File: config.mk
export PLATFORM = sky130hd
export DESIGN_NAME = dtc_vote_window
export DESIGN_NICKNAME = d
export VERILOG_FILES = /design/src/rtl/dtc_vote_pkg.sv /design/src/rtl/dtc_vote_lane.sv /design/src/rtl/dtc_vote_window.sv
export SDC_FILE = /design/constraint.sdc
export NUM_CORES = 1
export LEC_CHECK = 0
export CORE_MARGIN = 2
export CORE_UTILIZATION = 50
export CTS_CLUSTER_DIAMETER = 30
export DETAILED_ROUTE_END_ITERATION = 6
export PLACE_DENSITY = 0.79
export SYNTH_ARGS = -nofsm -noshare
export SYNTH_HDL_FRONTEND = slang
export SYNTH_SLANG_ARGS = --single-unit
File: constraint.sdc
create_clock -name clk -period 3 [get_ports clk]
set_input_delay 0.3 -clock clk [delete_from_list [all_inputs] [get_ports clk]]
set_output_delay 0.3 -clock clk [all_outputs]
set_load 0.005 [all_outputs]
File: src/rtl/dtc_vote_pkg.sv
// Shared definitions for the dtc_vote_window majority voter: FSM state
// encoding and the counter-width helper used to size vote counters.
package dtc_vote_pkg;

  typedef enum logic {
    ACCUM = 1'b0,
    EMIT  = 1'b1
  } vote_state_t;

  // Bits needed to hold any count in 0..window inclusive.
  function automatic int unsigned cnt_width(input int unsigned window);
    int unsigned w;
    w = $clog2(window + 32'd1);
    if (w == 32'd0) begin
      w = 32'd1;
    end else begin
      w = w;
    end
    return w;
  endfunction

endpackage

File: src/rtl/dtc_vote_lane.sv
// One vote lane: a saturation-free counter of '1' votes for a single bit of
// the classifier vector. Clear wins over increment.
module dtc_vote_lane #(
  parameter int CW = 5
) (
  input  logic          clk,
  input  logic          rst,
  input  logic          inc,
  input  logic          clr,
  output logic [CW-1:0] cnt
);

  logic [CW-1:0] cnt_r;

  // Vote counter register
  always_ff @(posedge clk) begin
    if (rst) begin
      cnt_r <= {CW{1'b0}};
    end else if (clr) begin
      cnt_r <= {CW{1'b0}};
    end else if (inc) begin
      cnt_r <= cnt_r + {{(CW-1){1'b0}}, 1'b1};
    end else begin
      cnt_r <= cnt_r;
    end
  end

  assign cnt = cnt_r;

endmodule

File: src/rtl/dtc_vote_window.sv
// Windowed per-bit strict-majority voter placed after a decision-tree
// classifier node; emits one voted vector per full window or flush.
module dtc_vote_window
  import dtc_vote_pkg::*;
#(
  parameter int WIDTH  = 8,
  parameter int WINDOW = 16,
  parameter int CW     = cnt_width(WINDOW)
) (
  input  logic             clk,
  input  logic             rst,
  input  logic             in_valid,
  output logic             in_ready,
  input  logic [WIDTH-1:0] in_data,
  input  logic             flush,
  output logic             out_valid,
  input  logic             out_ready,
  output logic [WIDTH-1:0] out_data,
  output logic [CW-1:0]    out_n
);

  localparam logic [CW-1:0] WIN_C = CW'(WINDOW);

  vote_state_t      state_r;
  vote_state_t      state_nxt_s;
  logic [CW-1:0]    n_r;
  logic [CW-1:0]    n_post_s;
  logic             out_valid_r;
  logic [WIDTH-1:0] out_data_r;
  logic [CW-1:0]    out_n_r;

  logic             accept_s;
  logic             close_s;
  logic             handshake_s;
  logic [WIDTH-1:0] vote_s;
  logic [CW-1:0]    cnt_s      [WIDTH];
  logic [CW-1:0]    cnt_post_s [WIDTH];

  assign accept_s    = in_valid && (state_r == ACCUM);
  assign handshake_s = out_valid_r && out_ready;
  assign n_post_s    = n_r + {{(CW-1){1'b0}}, accept_s};

  // A close needs at least one sample in the window, counting this beat's.
  assign close_s = (state_r == ACCUM) &&
                   ((accept_s && (n_post_s == WIN_C)) ||
                    (flush && (n_post_s != {CW{1'b0}})));

  genvar gi;
  generate
    for (gi = 0; gi < WIDTH; gi++) begin : g_lane
      dtc_vote_lane #(
        .CW (CW)
      ) u_lane (
        .clk (clk),
        .rst (rst),
        .inc (accept_s && in_data[gi]),
        .clr (handshake_s),
        .cnt (cnt_s[gi])
      );
      assign cnt_post_s[gi] = cnt_s[gi] + {{(CW-1){1'b0}}, (accept_s && in_data[gi])};
    end
  endgenerate

  // Strict majority per lane, compared one bit wider than the counters
  always_comb begin
    vote_s = {WIDTH{1'b0}};
    for (int i = 0; i < WIDTH; i++) begin
      vote_s[i] = ({cnt_post_s[i], 1'b0} > {1'b0, n_post_s});
    end
  end

  // FSM next-state decode
  always_comb begin
    state_nxt_s = state_r;
    case (state_r)
      ACCUM: begin
        if (close_s) begin
          state_nxt_s = EMIT;
        end else begin
          state_nxt_s = ACCUM;
        end
      end
      EMIT: begin
        if (handshake_s) begin
          state_nxt_s = ACCUM;
        end else begin
          state_nxt_s = EMIT;
        end
      end
      default: begin
        state_nxt_s = ACCUM;
      end
    endcase
  end

  // FSM state register
  always_ff @(posedge clk) begin
    if (rst) begin
      state_r <= ACCUM;
    end else begin
      state_r <= state_nxt_s;
    end
  end

  // Sample counter: counts accepted beats, cleared by the output handshake
  always_ff @(posedge clk) begin
    if (rst) begin
      n_r <= {CW{1'b0}};
    end else if (handshake_s) begin
      n_r <= {CW{1'b0}};
    end else if (accept_s) begin
      n_r <= n_post_s;
    end else begin
      n_r <= n_r;
    end
  end

  // Output registers: loaded on close, held through the stall
  always_ff @(posedge clk) begin
    if (rst) begin
      out_valid_r <= 1'b0;
      out_data_r  <= {WIDTH{1'b0}};
      out_n_r     <= {CW{1'b0}};
    end else if (close_s) begin
      out_valid_r <= 1'b1;
      out_data_r  <= vote_s;
      out_n_r     <= n_post_s;
    end else if (handshake_s) begin
      out_valid_r <= 1'b0;
      out_data_r  <= out_data_r;
      out_n_r     <= out_n_r;
    end else begin
      out_valid_r <= out_valid_r;
      out_data_r  <= out_data_r;
      out_n_r     <= out_n_r;
    end
  end

  assign in_ready  = (state_r == ACCUM);
  assign out_valid = out_valid_r;
  assign out_data  = out_data_r;
  assign out_n     = out_n_r;

endmodule

==> run_results.csv, run 1 <==
group,metric,value,unit
pwr,peakVddDrop,273,uV
finish,layout.nets,568,
drt,vias,3391,
drt,wirelength,8520,um
sta,rsz0062_at_grt,"false",
place,dp_hpwl,6050,um
finish,syn2layout_area_growth,17.5,%
synthesis,synth-seq-cells,60,
drt,dr.pass1.iters,4,
global_routing,grt_use_total,0.204,
pwr,power_leakage,2.02,nW
die,die_x,94.4,um
die,ios,28,
setup_path,crit_path_start_kind,"input pin",
clocking,clkTransAtPathRegs,0.07,ns
drt,drc_errors,0,
sta,period_needed,2.86,ns
synthesis,synth.area.top_cells,"dfxtp_1, ha_1, xor2_1",
place,dp.cells,594,
clocking,cts.sinks,60,
setup_path,arrival,3.12,ns
sta,holdWs,0.484,ns
global_routing,antenna_found_initial,0,
die,chipHeight,94.4,um
setup_path,critPathCaptureType,"register",
sta,slew_violations,0,
setup_path,crit_fanout,6,
setup_path,crit_path_max_incr_delay,0.48,ns
place,dpl_cell_area,4550,um^2
place,dp_slack,-0.285,ns
synthesis,ys_warn_count,0,
synthesis,yosysUniqueCellTypes,42,
sta,fin_crit_sh,0.953,
synthesis,ys_seq_area_frac,0.294,
finish,diodes,0,
global_routing,grt_first_pass_wirelength,14400,um
place,place.gp.congestion,0.861,
die,core,7810,um^2
synthesis,synthCells,475,
die,dieArea,8900,um^2
synthesis,synth.top_cell.area_share,0.294,
setup_path,crit_family,"simple AND/OR/NAND/NOR gates",
global_routing,grt_pass1_vias,3232,
sta,setup_ws,0.141,ns
synthesis,synth_nets,538,
clocking,clock_latency,0.36,ns
run,maxCapViolations,0,
setup_path,cpMaxStageDelayCell,"clkdlybuf4s50_1",
sta,fin_tns_setup,0,ns
sta,tightestPinTransition,0.503,ns
drt,via_per_inst,5.54,
clocking,clockBufferDepth,2,
pwr,p_total,2.49,mW
drt,drt_iter0_drc,113,
place,port_buffers,27,
finish,design_area,4800,um^2
clocking,cts_max_level,3,
setup_path,path_common_cell,"ha_1",
setup_path,cp_data_required_time,3.26,ns
global_routing,grt_max_degree,47,
sta,setup-violations-final,0,
die,initial_utilization,0.523,
finish,utilization,0.614,
clocking,root_buffer,"clkbuf_8",
pwr,power_density,520,nW/um^2
outcome,outcome,"finished clean",
sta,skew,0.0102,ns
min_path,worstHoldPathType,"reg -> reg",
sta,max_freq,350,MHz
finish,fin_cells,612,
sta,finalHoldViolations,0,
synthesis,syn_area,4080,um^2
synthesis,synth_top_area_cell,"dfxtp_1",
setup_path,path_class,"in -> reg",
clocking,cts_tree,"yes",
finish,drive_gt1_frac,0.118,
drt,drtAntennaViolNets,0,
synthesis,syn_avg_cell_area,8.60,um^2
clocking,cts_buffers,9,
setup_path,cp_cell_sequence,"clkdlybuf4s50_1 > nor2b_1 > ha_1 > ha_2 > nand3_2 > xor2_4 > buf_4 > ha_1 > o21ai_1 > or4_1 > a32o_1",
drt,wire_per_inst,13.9,um
global_routing,overflow,0,
setup_path,worst-path-buf-inv,2,
sta,slew_headroom,0.665,
die,rows,32,
[cells by family (layout without fill, tap and decap cells)]
family | count (synthesis) | after routing | synth area share
XOR/XNOR | 63 | 63 | 0.142
buffers and inverters | 51 | 86 | 0.0512
flip-flops | 60 | 60 | 0.294
multiplexers | 13 | 13 | 0.0322
AO/OA/AOI/OAI | 68 | 68 | 0.114
AND/OR/NAND/NOR | 170 | 170 | 0.214
adder cells (fa/ha/maj) | 50 | 50 | 0.153
[synthesized netlist by cell type (all sizes together)]
master	instances
nand3	17
xnor2	26
nor3	1
nand4	25
a211oi	10
a31oi	8
o22ai	1
clkbuf	36
ha	50
nor3b	10
a32o	8
a31o	1
o21ai	21
o21bai	1
nor4	1
and3	2
nand4b	1
inv	9
nor2	63
o221ai	1
mux2i	12
a311oi	5
a21o	2
o32a	1
or4	6
dfxtp	60
nand2b	3
nand2	25
buf	6
a21oi	8
xor2	37
a311o	1
and2	9
mux2	1
nor2b	7
[state kept, by name, summed over array words and instances, names as in the netlist]
| register | count |
|---|---|
| g_lane.u_lane.cnt | 40 |
| out_data | 8 |
| n_r | 5 |
| out_n | 5 |
| out_valid | 1 |
| state_r | 1 |
[cell usage in the layout (no fill, tap or decap), types with 9 or more instances in the layout]
cell type / netlist / routed
a211oi_1: 9 / 9
and2_1: 9 / 9
buf_4: 0 / 34
clkbuf_8: 0 / 11
clkdlybuf4s50_1: 0 / 27
dfxtp_1: 60 / 60
ha_1: 50 / 49
inv_1: 9 / 9
mux2i_1: 12 / 12
nand2_1: 25 / 25
nand3_1: 17 / 16
nand4_1: 25 / 25
nor2_1: 62 / 62
nor3b_1: 10 / 10
o21ai_0: 19 / 19
xnor2_1: 25 / 25
xor2_1: 36 / 35
[per-layer routing]
metal,part of all wire,vias to the layer above,track usage
met5,0,-,0
met4,0.020,0,0.0725
met3,0.041,17,0.0519
met2,0.49,56,0.363
met1,0.45,1590,0.238
li1,-,1728,-
[worst paths after layout]
kind | slack [ns] | cells past startpoint | to | from
setup / recovery | 0.14 | 11 | out_data[7]$_SDFFE_PP0P_ | in_valid
hold / removal | 0.48 | 1 | out_data[0]$_SDFFE_PP0P_ | out_data[0]$_SDFFE_PP0P_
setup reg to reg | 0.20 | 10 | out_data[7]$_SDFFE_PP0P_ | state_r$_SDFF_PP0_
hold reg to reg | 0.48 | 1 | out_data[0]$_SDFFE_PP0P_ | out_data[0]$_SDFFE_PP0P_
[repair_timing]
action / CTS / global route
hold buffers: 0 / 0
endpoints found under the setup margin: 0 / 8
buffers inserted: 0 / 2
hold endpoints to repair: 0 / 0
gates resized for setup: 0 / 6
[power by group]
group          internal (mW)  switching [mW]  leakage (nW)
logic                  0.412           0.372          1.44
clock network          0.429           0.327        0.0959
registers              0.877          0.0753         0.486
total                   1.72           0.775          2.02
[worst reg2reg max path, delay by kind of cell, from the launching register on]
| family | cells | cell delay (ns) |
|---|---|---|
| AND/OR/NAND/NOR | 3 | 0.82 |
| flip-flops | 1 | 0.38 |
| buffers and inverters | 1 | 0.18 |
| AO/OA/AOI/OAI | 2 | 0.33 |
| adder cells (fa/ha/maj) | 3 | 0.74 |
| XOR/XNOR | 1 | 0.26 |
[final cells by class]
cell class              instances  area [um^2]
multi-input cells             364         2710
clock buffers                  13          159
well taps                     102          128
flip-flops and latches         60         1200
repair buffers                 61          526
fillers                       647         3010
clock inverters                 3         45.0
inverters                       9         33.8
Power figures use the tool's default switching activity.
==> run 2: changes to the inputs <==
- SYNTH_HIERARCHICAL: default -> 1
==> run 2 against run 1 <==
Compared with the run above:
- clock-buffer cell count shrank 1
- sequential cell count unchanged
- first-iteration DRC count up 49%
- worst hold slack worse by 0.030 ns
- routed wire length up 23%
- global-route usage is 1.2 points higher
- area after synthesis up 11%
- utilization is 0.25 points lower
- sequential share of layout area down 2.6 points
- maximum frequency shrank 3.3%
- clock skew decreased by 0.0014 ns
- highest routed layer unchanged
==> run_results.csv, run 2 <==
group,metric,value,unit
clocking,clockBufferDepth,2,
setup_path,crit_path_start_kind,"input pin",
synthesis,synthArstFlopShare,0,
die,chipHeight,99.1,um
synthesis,ys_seq_area_frac,0.266,
die,core,8760,um^2
synthesis,synth-seq-cells,60,
min_path,worstHoldPathType,"reg -> reg",
clocking,cts.sinks,60,
place,place.gp.congestion,0.807,
die,ios,28,
sta,fin_crit_sh,0.985,
finish,final_common_cell,"dfxtp_1",
global_routing,grt_first_pass_wirelength,17500,um
clocking,root_buffer,"clkbuf_8",
place,port_buffers,27,
sta,skew,0.00875,ns
synthesis,ys_warn_count,6,
clocking,cts_buffers,9,
setup_path,arrival,3.13,ns
clocking,hold_buffers,0,
synthesis,synth-edff-count,0,
pwr,power_density,485,nW/um^2
finish,layout.nets,597,
sta,slew_violations,0,
synthesis,synthCells,468,
die,rows,34,
drt,drt_iter0_drc,168,
clocking,cts_tree,"yes",
setup_path,critPathCaptureType,"register",
synthesis,synth.top_cell.area_share,0.266,
clocking,cts_max_level,3,
synthesis,synth_top_family_by_area,"simple AND/OR/NAND/NOR gates",
synthesis,synth_fa_ha_area_frac,0.138,
clocking,clkTransAtPathRegs,0.06,ns
finish,layout_common_cells,"dfxtp_1, ha_1, buf_4",
die,initial_utilization,0.516,
outcome,outcome,"finished clean",
setup_path,cp_data_required_time,3.17,ns
drt,top_layer,"met4",
drt,dr.pass1.iters,4,
sta,holdWs,0.454,ns
setup_path,crit_fanout,7,
synthesis,yosysUniqueCellTypes,45,
global_routing,antenna_found_initial,0,
setup_path,path_class,"in -> reg",
sta,setup-violations-final,0,
drt,route.met2.wl,5310,um
sta,slew_headroom,0.355,
global_routing,grt_pass1_vias,3885,
drt,drtAntennaViolNets,0,
finish,syn2layout_area_growth,18.6,%
synthesis,synth_nets,531,
setup_path,rr_worst_depth,12,
place,dp_slack,-0.215,ns
synthesis,ys.flop_type,"dfxtp_1",
global_routing,grt_use_total,0.216,
global_routing,grt_max_degree,51,
finish,diodes,0,
place,dp_hpwl,7270,um
sta,finalHoldViolations,0,
synthesis,yosys.area_share.simple,0.259,
finish,fin_cells,647,
die,die_x,99.1,um
synthesis,syn_avg_cell_area,9.66,um^2
drt,drc_errors,0,
sta,setup_ws,0.0437,ns
synthesis,synth.most_common_cell,"dfxtp_1",
drt,drt-met1-wl,4540,um
sta,tightestPinTransition,0.968,ns
pwr,peakVddDrop,228,uV
min_path,holdPathStages,2,
finish,fillers,720,
synthesis,syn_area,4520,um^2
drt,wire_per_inst,16.2,um
sta,period_needed,2.96,ns
synthesis,synth_top_area_cell,"dfxtp_1",
sta,max_freq,338,MHz
pwr,power_leakage,2.26,nW
die,dieArea,9820,um^2
place,dp.cells,627,
synthesis,synthXorXnorAreaFrac,0.0700,
clocking,clock_latency,0.33,ns
drt,wirelength,10500,um
pwr,p_total,2.60,mW
global_routing,overflow,0,
drt,via_per_inst,6.07,
finish,drive_gt1_frac,0.193,
synthesis,synth.area.top_cells,"dfxtp_1, ha_1, xnor2_1",
sta,fin_tns_setup,0,ns
drt,vias,3930,
synthesis,synth_compound_area_frac,0.163,
synthesis,synthTopCellsByCount,"dfxtp_1, ha_1, nor2_1",
finish,largest_reg_flops,40,
synthesis,synthMuxAreaShare,0.0686,
run,maxCapViolations,0,
drt,met3_wirelength,421,um
## run 2: cell count changes after synthesis, moves of 10 or more
cell / before / now
clkbuf_1: 36 / 5
xor2_1: 36 / 5
nor2_1: 62 / 32
a21oi_1: 8 / 27
nor3_1: 0 / 19
nand4_2: 0 / 16
o21ai_0: 19 / 3
nand4_1: 25 / 10
nand2_1: 25 / 13
nor3b_1: 10 / 22
nand3b_1: 0 / 11
a311oi_1: 5 / 15
## run 2: area by class of cell
class                           count  area (um^2)  area share
Inverter                            2         7.51     0.00140
Timing Repair Buffer               74          622       0.116
Tap cell                          108          135      0.0252
Clock inverter                      4         47.5     0.00887
Sequential cell                    60         1200       0.224
Multi-Input combinational cell    387         3190       0.596
Clock buffer                       12          155      0.0289
## run 2: metrics by stage
stage | utilization | cell area (um^2)
floorplan | - | 4540
global placement | 0.583 | 5110
detailed placement | 0.583 | 5110
CTS | 0.607 | 5320
global route | 0.612 | 5360
finish | 0.612 | 5360
## run 2: repair_timing
item                                   4_1_cts  5_1_grt
setup buffers                                0        4
setup endpoints to repair                    0        2
resized for setup                            0        4
endpoints found under the hold margin        0        0
## run 2: worst max-delay path, cell delays in order
cell and delay, ns:
clkdlybuf4s50_1 0.48, nor2b_2 0.18, ha_1 0.18, ha_1 0.21, nand3_2 0.16, xor2_4 0.34
buf_4 0.17, ha_1 0.25, a311oi_1 0.28, a311oi_1 0.09, a311oi_1 0.27, a311o_1 0.15
a21oi_1 0.05
## run 2: cell families after synthesis
kind of cell / Yosys count
xor+xnor: 34
fa+ha+maj: 50
mux: 26
simple gates: 180
compound gates: 97
buf+inv: 21
flops: 60
## run 2: report_power, final
group          switching [mW]  internal (mW)
Clock                   0.324          0.427
Combinational           0.427          0.471
Sequential             0.0795          0.876
## run 2: routing by layer
metal	vias to the layer above	global-route usage
li1	1929	-
met1	1898	0.256
met2	82	0.380
met3	21	0.0489
met4	0	0.0822
met5	-	0
## run 2: final timing paths
| path | from | end | slack, ns |
|---|---|---|---|
| setup / recovery | in_valid | out_data[2]$_SDFFE_PP0P_ | 0.04 |
| hold / removal | out_data[4]$_SDFFE_PP0P_ | out_data[4]$_SDFFE_PP0P_ | 0.45 |
| setup reg to reg | state_r$_SDFF_PP0_ | out_data[2]$_SDFFE_PP0P_ | 0.18 |
| hold reg to reg | out_data[4]$_SDFFE_PP0P_ | out_data[4]$_SDFFE_PP0P_ | 0.45 |
==> run 3: changes to the inputs <==
- CTS_BUF_LIST: default -> sky130_fd_sc_hd__clkbuf_4
- GPL_TIMING_DRIVEN: default -> 0
==> run 3 against run 2 <==
Compared with the run above:
- clock power about the same
- combinational power decreased by 2.2%
- clock-buffer cell count decreased by 3
- critical endpoint is now out_data[1]$_SDFFE_PP0P_
- first-iteration DRC count decreased by 32%
- power decreased by 0.58%
- register-to-register slack got worse by 0.06 ns
- setup slack improved by 0.064 ns
- highest routed layer unchanged
==> run_results.csv, run 3 (synthesis gave the netlist of run 2 again) <==
group,metric,value,unit
setup_path,crit_path_start_kind,"input pin",
clocking,cts.sinks,60,
pwr,p_total,2.59,mW
clocking,cts_buffers,9,
setup_path,rr_worst_depth,13,
sta,rsz0062_at_grt,"false",
clocking,clockBufferDepth,2,
pwr,seqPwrFrac,0.370,
pwr,power_density,487,nW/um^2
pwr,p_int,1.74,mW
die,chipHeight,99.1,um
place,place.gp.congestion,0.767,
drt,wire_per_inst,16.3,um
finish,layout_common_cells,"dfxtp_1, ha_1, nor2_1",
sta,skew,0.0146,ns
clocking,root_buffer,"clkbuf_4",
global_routing,grt_first_pass_wirelength,17800,um
global_routing,antenna_found_initial,0,
finish,fin_cells,628,
sta,fin_crit_sh,0.964,
clocking,cts_max_level,3,
pwr,combPwrFrac,0.339,
global_routing,overflow,0,
pwr,power_leakage,2.18,nW
drt,drtAntennaViolNets,0,
sta,slew_headroom,0.408,
setup_path,cpMaxStageDelayCell,"clkdlybuf4s50_1",
setup_path,critPathCaptureType,"register",
die,initial_utilization,0.516,
setup_path,r2r-end,"out_data[1]$_SDFFE_PP0P_",
setup_path,cp_data_required_time,3.31,ns
global_routing,grt_use_total,0.222,
clocking,hold_buffers,0,
setup_path,r2r_slack,0.12,ns
die,dieArea,9820,um^2
run,maxCapViolations,0,
setup_path,path_class,"in -> reg",
pwr,power.net_switching,0.848,mW
min_path,worstHoldPathType,"reg -> reg",
setup_path,crit_path_max_incr_delay,0.49,ns
setup_path,cp_cell_sequence,"clkdlybuf4s50_1 > nor2b_4 > clkbuf_16 > ha_4 > ha_4 > nand3_2 > xor2_4 > buf_12 > ha_1 > a311oi_1 > a311oi_1 > a311oi_1 > a311o_1 > a21oi_2",
sta,holdWs,0.469,ns
min_path,holdPathStages,2,
finish,drive_gt1_frac,0.173,
sta,period_needed,2.89,ns
sta,setup-violations-final,0,
sta,max_freq,346,MHz
finish,syn2layout_area_growth,17.5,%
finish,final_common_cell,"dfxtp_1",
setup_path,crit_fanout,10,
die,rows,34,
global_routing,grt_pass1_vias,3862,
sta,tightestPinTransition,0.887,ns
min_path,hp-start,"out_data[0]$_SDFFE_PP0P_",
setup_path,worst-path-buf-inv,3,
die,core,8760,um^2
die,ios,28,
setup_path,crit_family,"compound AO/OA/AOI/OAI gates",
place,dp.cells,603,
drt,via_per_inst,6.00,
finish,layout.nets,578,
sta,slew_violations,0,
setup_path,path_common_cell,"a311oi_1",
pwr,peakVddDrop,206,uV
place,port_buffers,27,
finish,utilization,0.606,
drt,vias,3766,
die,die_x,99.1,um
pwr,switching_share,0.328,
sta,finalHoldViolations,0,
drt,wirelength,10200,um
clocking,clkTransAtPathRegs,0.11,ns
pwr,clkPwrFrac,0.291,
outcome,outcome,"finished clean",
drt,drt_iter0_drc,115,
setup_path,arrival,3.20,ns
finish,diodes,0,
global_routing,grt_max_degree,48,
min_path,whs_endpoint,"out_data[0]$_SDFFE_PP0P_",
place,dp_hpwl,6890,um
drt,drc_errors,0,
finish,fillers,735,
setup_path,reg2reg_from,"state_r$_SDFF_PP0_",
finish,largest_reg_flops,40,
clocking,cts_tree,"yes",
clocking,clock_latency,0.43,ns
drt,dr.pass1.iters,4,
==> run 3: cell count changes in the layout (fill, tap and decap cells not counted), sizes merged <==
| cell | previous run | this run |
|---|---|---|
| buf | 48 | 24 |
| bufinv | 1 | 3 |
| clkbuf | 12 | 14 |
| clkinvlp | 1 | 2 |
==> run 3: power by group through the flow <==
| stage | logic, mW | registers, mW | clock network [mW] |
|---|---|---|---|
| floorplan | 0.567 | 0.956 | 0 |
| global placement | 0.807 | 0.969 | 0 |
| detailed placement | 0.835 | 0.972 | 0 |
| CTS | 0.869 | 0.958 | 0.760 |
| global route | 0.979 | 0.973 | 0.804 |
| finish | 0.878 | 0.958 | 0.752 |
==> run 3: worst max-delay path by stage <==
stage	start	endpoint	slack [ns]	depth (start not counted)
2_1_floorplan	in_valid	out_data[1]$_SDFFE_PP0P_	0.06	10
3_3_place_gp	in_valid	out_data[1]$_SDFFE_PP0P_	-1.34	12
3_5_place_dp	in_valid	out_data[5]$_SDFFE_PP0P_	-1.37	12
4_1_cts	state_r$_SDFF_PP0_	out_data[5]$_SDFFE_PP0P_	0.07	11
5_1_grt	state_r$_SDFF_PP0_	out_data[5]$_SDFFE_PP0P_	0.00002	13
6_report	in_valid	out_data[1]$_SDFFE_PP0P_	0.11	14
==> run 3: routing by layer <==
metal,global-route usage,wire [um],vias up
met5,0,0,-
met2,0.397,5120,54
met3,0.0433,274,16
li1,-,-,1886
met4,0.0759,197,0
met1,0.265,4640,1810
==> run 3: metrics by stage <==
stage               setup slack [ns]  TNS [ns]  area [um^2]
finish                         0.108         0         5310
global route               0.0000215         0         5310
CTS                           0.0688         0         5210
detailed placement             -1.37    -19.51         4940
global placement               -1.34    -19.21         4950
floorplan                     0.0591         0         4540
==> run 3: cell type report <==
cell class                 instances  area, um^2  area share
buffer                            19         173      0.0325
clock buffer                       9        67.6      0.0127
clock inverter                     7         115      0.0217
inverter                           2        7.51     0.00141
multi-input combinational        387        3270       0.615
sequential                        60        1200       0.226
tap                              108         135      0.0254
timing repair buffer              36         345      0.0650
==> run 3: repair_timing <==
item	in CTS	in global routing
hold endpoints to repair	0	0
pin swaps	1	7
resized for setup	13	4
endpoints found under the setup margin	15	14
setup buffers	2	7
==> run 3: tightest hold or removal path, stage by stage (launching register included) <==
cell and delay [ns]:
dfxtp_1 0.33, nand2_1 0.05, a21oi_1 0.05
